File: src/rtl/shift_sequencer.sv
// Multi-cycle 16-bit shifter/rotator walking barrel stages 8,4,2,1 with a valid/ready handshake.
// Define SHIFT_SEQ_SKIP_EN to visit only the stages whose shift-count bit is set (early-out).
module shift_sequencer #(
  parameter int unsigned WIDTH = 16
) (
  input  logic             clk,
  input  logic             rst_n,
  input  logic             start_valid,
  output logic             start_ready,
  input  logic [WIDTH-1:0] in_data,
  input  logic [3:0]       in_cnt,
  input  logic [1:0]       in_op,
  output logic             out_valid,
  input  logic             out_ready,
  output logic [WIDTH-1:0] out_data,
  output logic             busy
);

  localparam int unsigned CNT_W = 4;
  localparam int unsigned OP_W  = 2;

  typedef enum logic [1:0] {
    IDLE  = 2'd0,
    SHIFT = 2'd1,
    DONE  = 2'd2
  } state_e;

  localparam logic [OP_W-1:0] OP_SLL = 2'b00;
  localparam logic [OP_W-1:0] OP_ROL = 2'b01;
  localparam logic [OP_W-1:0] OP_SRA = 2'b10;

  // One barrel stage; the SRA fill reads the current MSB, which never changes under SRA.
  function automatic logic [WIDTH-1:0] shift_stage(input logic [WIDTH-1:0] d,
                                                   input logic [CNT_W-1:0] amt,
                                                   input logic [OP_W-1:0]  op);
    logic [WIDTH-1:0] r;
    unique case (op)
      OP_SLL:  r = d << amt;
      OP_ROL:  r = (d << amt) | (d >> (5'(WIDTH) - 5'(amt)));
      OP_SRA:  r = $unsigned($signed(d) >>> amt);
      default: r = d >> amt;
    endcase
    return r;
  endfunction

  state_e           state_q, state_d;
  logic [WIDTH-1:0] data_q, data_d;
  logic [CNT_W-1:0] cnt_q, cnt_d;
  logic [OP_W-1:0]  op_q, op_d;
  logic             start_ready_q, start_ready_d;
  logic             out_valid_q, out_valid_d;
  logic [WIDTH-1:0] out_data_q, out_data_d;
  logic             busy_q, busy_d;
  logic [CNT_W-1:0] amt;
`ifndef SHIFT_SEQ_SKIP_EN
  logic [1:0]       stage_q, stage_d;
`endif

  // Next-state, datapath and next-output logic.
  always_comb begin
    state_d = state_q;
    data_d  = data_q;
    cnt_d   = cnt_q;
    op_d    = op_q;
    amt     = '0;
`ifndef SHIFT_SEQ_SKIP_EN
    stage_d = stage_q;
`endif

    unique case (state_q)
      IDLE: begin
        if (start_valid) begin
          data_d = in_data;
          cnt_d  = in_cnt;
          op_d   = in_op;
`ifdef SHIFT_SEQ_SKIP_EN
          state_d = (in_cnt == '0) ? DONE : SHIFT;
`else
          stage_d = '0;
          state_d = SHIFT;
`endif
        end
      end
      SHIFT: begin
`ifdef SHIFT_SEQ_SKIP_EN
        // cnt_q holds the stages still pending; take the heaviest one and retire it.
        if (cnt_q[3])      amt = 4'd8;
        else if (cnt_q[2]) amt = 4'd4;
        else if (cnt_q[1]) amt = 4'd2;
        else               amt = 4'd1;
        data_d = shift_stage(data_q, amt, op_q);
        cnt_d  = cnt_q & ~amt;
        if (cnt_d == '0) state_d = DONE;
`else
        amt     = cnt_q[2'd3 - stage_q] ? (4'd8 >> stage_q) : 4'd0;
        data_d  = shift_stage(data_q, amt, op_q);
        stage_d = stage_q + 2'd1;
        if (stage_q == 2'd3) state_d = DONE;
`endif
      end
      DONE: begin
        if (out_ready) state_d = IDLE;
      end
      default: state_d = IDLE;
    endcase

    start_ready_d = (state_d == IDLE);
    busy_d        = (state_d != IDLE);
    out_valid_d   = (state_d == DONE);
    out_data_d    = (state_d == DONE) ? data_d : '0;
  end

  always_ff @(posedge clk or negedge rst_n) begin
    if (!rst_n) begin
      state_q       <= IDLE;
      data_q        <= '0;
      cnt_q         <= '0;
      op_q          <= '0;
      start_ready_q <= 1'b1;
      out_valid_q   <= 1'b0;
      out_data_q    <= '0;
      busy_q        <= 1'b0;
`ifndef SHIFT_SEQ_SKIP_EN
      stage_q       <= '0;
`endif
    end else begin
      state_q       <= state_d;
      data_q        <= data_d;
      cnt_q         <= cnt_d;
      op_q          <= op_d;
      start_ready_q <= start_ready_d;
      out_valid_q   <= out_valid_d;
      out_data_q    <= out_data_d;
      busy_q        <= busy_d;
`ifndef SHIFT_SEQ_SKIP_EN
      stage_q       <= stage_d;
`endif
    end
  end

  assign start_ready = start_ready_q;
  assign out_valid   = out_valid_q;
  assign out_data    = out_data_q;
  assign busy        = busy_q;

endmodule

File: config.mk
export PLATFORM = sky130hd
export DESIGN_NAME = shift_sequencer
export DESIGN_NICKNAME = d
export VERILOG_FILES = /design/src/rtl/shift_sequencer.sv
export SDC_FILE = /design/constraint.sdc
export NUM_CORES = 1
export LEC_CHECK = 0
export CORE_ASPECT_RATIO = 1.25
export CORE_MARGIN = 5
export CORE_UTILIZATION = 30
export CTS_CLUSTER_SIZE = 30
export DETAILED_ROUTE_END_ITERATION = 6
export PLACE_DENSITY = 0.53
export SLEW_MARGIN = 10
export SYNTH_ARGS = -nofsm -noshare
export SYNTH_HDL_FRONTEND = slang
export SYNTH_SLANG_ARGS = --single-unit
File: constraint.sdc
create_clock -name clk -period 5.57 [get_ports clk]
set_clock_uncertainty 0.2 [all_clocks]
set_input_delay 1.114 -clock clk [delete_from_list [all_inputs] [get_ports clk]]
set_output_delay 1.114 -clock clk [all_outputs]
set_load 0.01 [all_outputs]
==> reports/metrics.csv <==
stage,metric,value,unit
worst_setup_path,data required time of the worst path,5.51,ns
placed_design,I/O Buffers,44,
clock_network,Inserted Clock Buffers,5,
worst_setup_path,setup slack of the most critical reg-to-reg path,1.32,ns
finish,"leading cell types in the layout, fill and taps excluded","sky130_fd_sc_hd__a21oi_1, sky130_fd_sc_hd__nand2_1, sky130_fd_sc_hd__dfrtp_1",
detailed_routing,post-DR vias/cell,6.864,
floorplan,I/O pin count,45,
floorplan,initial core utilization,30.59,%
sta,actual transition at the worst max-transition pin,0.9620,ns
finish,share of layout cells above drive strength 1,11.70,%
sta,pins over their slew limit,0,
grt,antenna violations before repair,0,
logic_synthesis,Syn Std Cell Area,0.005152,mm²
worst_setup_path,cell-by-cell listing of the critical path,ha_1 > buf_4 > nand2_2 > o22ai_2 > inv_4 > ha_1 > inv_1 > mux4_2 > mux2i_1 > o32ai_1 > nor4_1 > a211oi_1,
clock_network,level count of the clock H-tree,2,
logic_synthesis,Post-Syn Nets,688,
worst_setup_path,gate family responsible for the most delay along the worst path,buffers and inverters,
detailed_routing,post-route ant nets,0,
grt,overall routing resource usage,28.33,%
floorplan,overall die width,127.2,µm
logic_synthesis,Syn Inst Count,657,
floorplan,area of the placeable core,0.01684,mm²
sta,top achievable clock speed,235.4,MHz
logic_synthesis,warning count from the yosys run,0,
worst_setup_path,Max stage delay on crit path,0.58,ns
clock_network,hold buffer count at cts,0,
floorplan,total die area,0.01991,mm²
finish,Storage cell area,0.001127,mm²
finish,fraction of the core area covered by cells at the end of the flow,35.30,%
sta,summed negative setup slack over all endpoints,0,ns
worst_hold_path,critical hold path startpoint,cnt_q[0],
grt,total congestion overflow after global routing,0,
detailed_routing,DRC violation count after routing,0,
detailed_routing,total iterations of the first detailed-routing run,6,
worst_setup_path,Worst Setup SP,stage_q[0],
grt,wire length of the first global-routing pass,41340,µm
finish,area occupied by multi-input gates,0.003617,mm²
worst_setup_path,critical path class,reg2reg,
floorplan,Site Rows,53,
worst_setup_path,CP Capture Type,flop,
sta,unrepaired setup endpoints after global routing,false,
finish,Area Growth Syn to Fin,15.40,%
detailed_routing,final routed wire length divided by cell count,32.09,µm
worst_setup_path,total buffers and inverters traversed by the critical path,3,
detailed_routing,Detailed Route Iter0 Violations,1047,
grt,M3 GR Usage,4.541,%
clock_network,CTS clock-pin slew for the worst setup and hold paths,0.07,ns
clock_network,post-CTS setup buffer count,0,
grt,largest net degree at the start of global routing,46,
sta,Final period util,76.26,%
worst_setup_path,crit-path most repeated cell,sky130_fd_sc_hd__ha_1,
clock_network,clock buffer depth,2,
grt,GR Layer Usage met2,43.77,%
detailed_routing,wire length reported by the detailed router,28720,µm
worst_hold_path,type of the tightest min-delay check,reg2reg,
logic_synthesis,post-synthesis average cell area,7.842,µm²
clock_network,cts repair resizes,0,
status,result of the run,"finished, final reports clean",
worst_setup_path,crit path max-delay cell type,sky130_fd_sc_hd__dfrtp_1,
run,reported max-cap violation count,0,
clock_network,Clock Root Buffer,sky130_fd_sc_hd__clkbuf_16,
grt,via count of the first global-routing pass,5667,
placed_design,sum of net half-perimeters after detailed placement,21160,µm
finish,Antenna Diode Count,0,
grt,global-route met1 utilization,38.74,%
sta,Setup Viol. Count Final,0,
placed_design,Routability Congestion,1.033,
placed_design,number of cells after detailed placement,887,
worst_setup_path,nature of the critical path startpoint,flop,
worst_setup_path,Reg2Reg Launch Point,stage_q[0],
finish,"commonest non-fill, non-tap cell in the layout",sky130_fd_sc_hd__a21oi_1,
worst_setup_path,arrival time of the worst setup path,4.19,ns
clock_network,CTS sink count,45,
logic_synthesis,most used flip-flop cell after synthesis,sky130_fd_sc_hd__dfrtp_1,
sta,number of endpoints with negative hold slack in the final report,0,
worst_setup_path,worst-path fanout max,20,
finish,Non-Filler Instances,895,
floorplan,die boundary height,156.5,µm
logic_synthesis,post-synthesis sequential element count,45,
logic_synthesis,Netlist cell types,82,
clock_network,clock latency on the worst-skew pair,0.30,ns
clock_network,clock tree from TritonCTS,yes,
logic_synthesis,post-synthesis sequential area ratio,21.88,%
logic_synthesis,asr flop ratio synth,100.0,%
grt,layer carrying the most global-route usage,met2,
sta,Period minus WS final,4.248,ns
sta,worst relative slew slack,35.87,%
finish,number of nets in the finished design,705,
finish,fill cell count,1810,
logic_synthesis,number of enable-type register cells in the synthesized netlist,0,
detailed_routing,Vias,6143,
==> layout make-up <==
type | count | share of cell area [%]
timing repair buffer | 74 | 11.11
inverter | 24 | 1.557
sequential | 45 | 18.96
tap | 220 | 4.630
clock inverter | 1 | 0.5051
clock buffer | 7 | 2.399
multi-input combinational | 524 | 60.84
==> cells by family (layout without fill, tap and decap cells) <==
kind of cell	after synthesis	count (layout)	share of synthesized area [%]
mux	43	43	10.95
compound gates	280	280	39.10
flops	45	45	21.88
fa+ha+maj	5	5	1.214
simple gates	195	195	18.70
xor+xnor	1	1	0.1700
buf+inv	88	106	7.989
==> registers in the layout (all words and copies together), names as in the netlist <==
signal       count
out_data        16
data_q          16
start_ready      1
cnt_q            4
stage_q          2
out_valid        1
busy             1
op_q             2
state_q          2
==> routing by layer <==
metal | wire length [µm] | vias to the layer above
met3 | 2799 | 90
met1 | 11560 | 3015
met5 | 0 | -
met2 | 12820 | 456
met4 | 1547 | 0
li1 | - | 2582
==> synthesized netlist by cell type (all sizes together), types with 5 or more instances <==
library cell / count / area [µm²]
nand2: 57 / 224.0
a21oi: 56 / 280.3
dfrtp: 44 / 1101
nor2: 42 / 157.7
o21ai: 36 / 183.9
clkbuf: 35 / 131.4
buf: 29 / 187.7
mux2i: 27 / 282.8
nand3: 26 / 130.1
inv: 23 / 88.84
a211oi: 19 / 142.6
a31oi: 16 / 106.4
o211ai: 15 / 112.6
a221oi: 14 / 135.1
nor3: 14 / 70.07
nor2b: 13 / 81.33
o22ai: 13 / 87.58
o221ai: 12 / 105.1
a21boi: 11 / 82.57
a21o: 10 / 75.07
a2bb2oi: 10 / 87.58
and3: 9 / 61.31
mux4: 9 / 202.7
and2: 8 / 55.05
mux2: 7 / 78.83
nand2b: 7 / 43.79
o31ai: 7 / 52.55
a22oi: 6 / 45.04
o22a: 6 / 52.55
ha: 5 / 62.56
==> through the flow <==
stage	setup WS, ns	hold slack [ns]	area [µm²]
2_1_floorplan	1.507	0.3147	5152
3_3_place_gp	1.440	0.3378	5773
3_5_place_dp	1.435	0.3469	5773
4_1_cts	1.390	0.3642	5946
5_1_grt	1.137	0.4089	5946
6_report	1.322	0.3608	5946
==> final timing paths <==
kind / end / cells past startpoint
setup / recovery: out_data[2] / 12
hold / removal: cnt_q[0] / 1
setup reg to reg: out_data[2] / 12
hold reg to reg: cnt_q[0] / 1
max in group asynchronous: data_q[3] / 2
min in group asynchronous: cnt_q[2] / 2
Power is left out: the tool's default activity adds up to more than one toggle a clock period on the data nets, which glitch-free logic cannot reach.
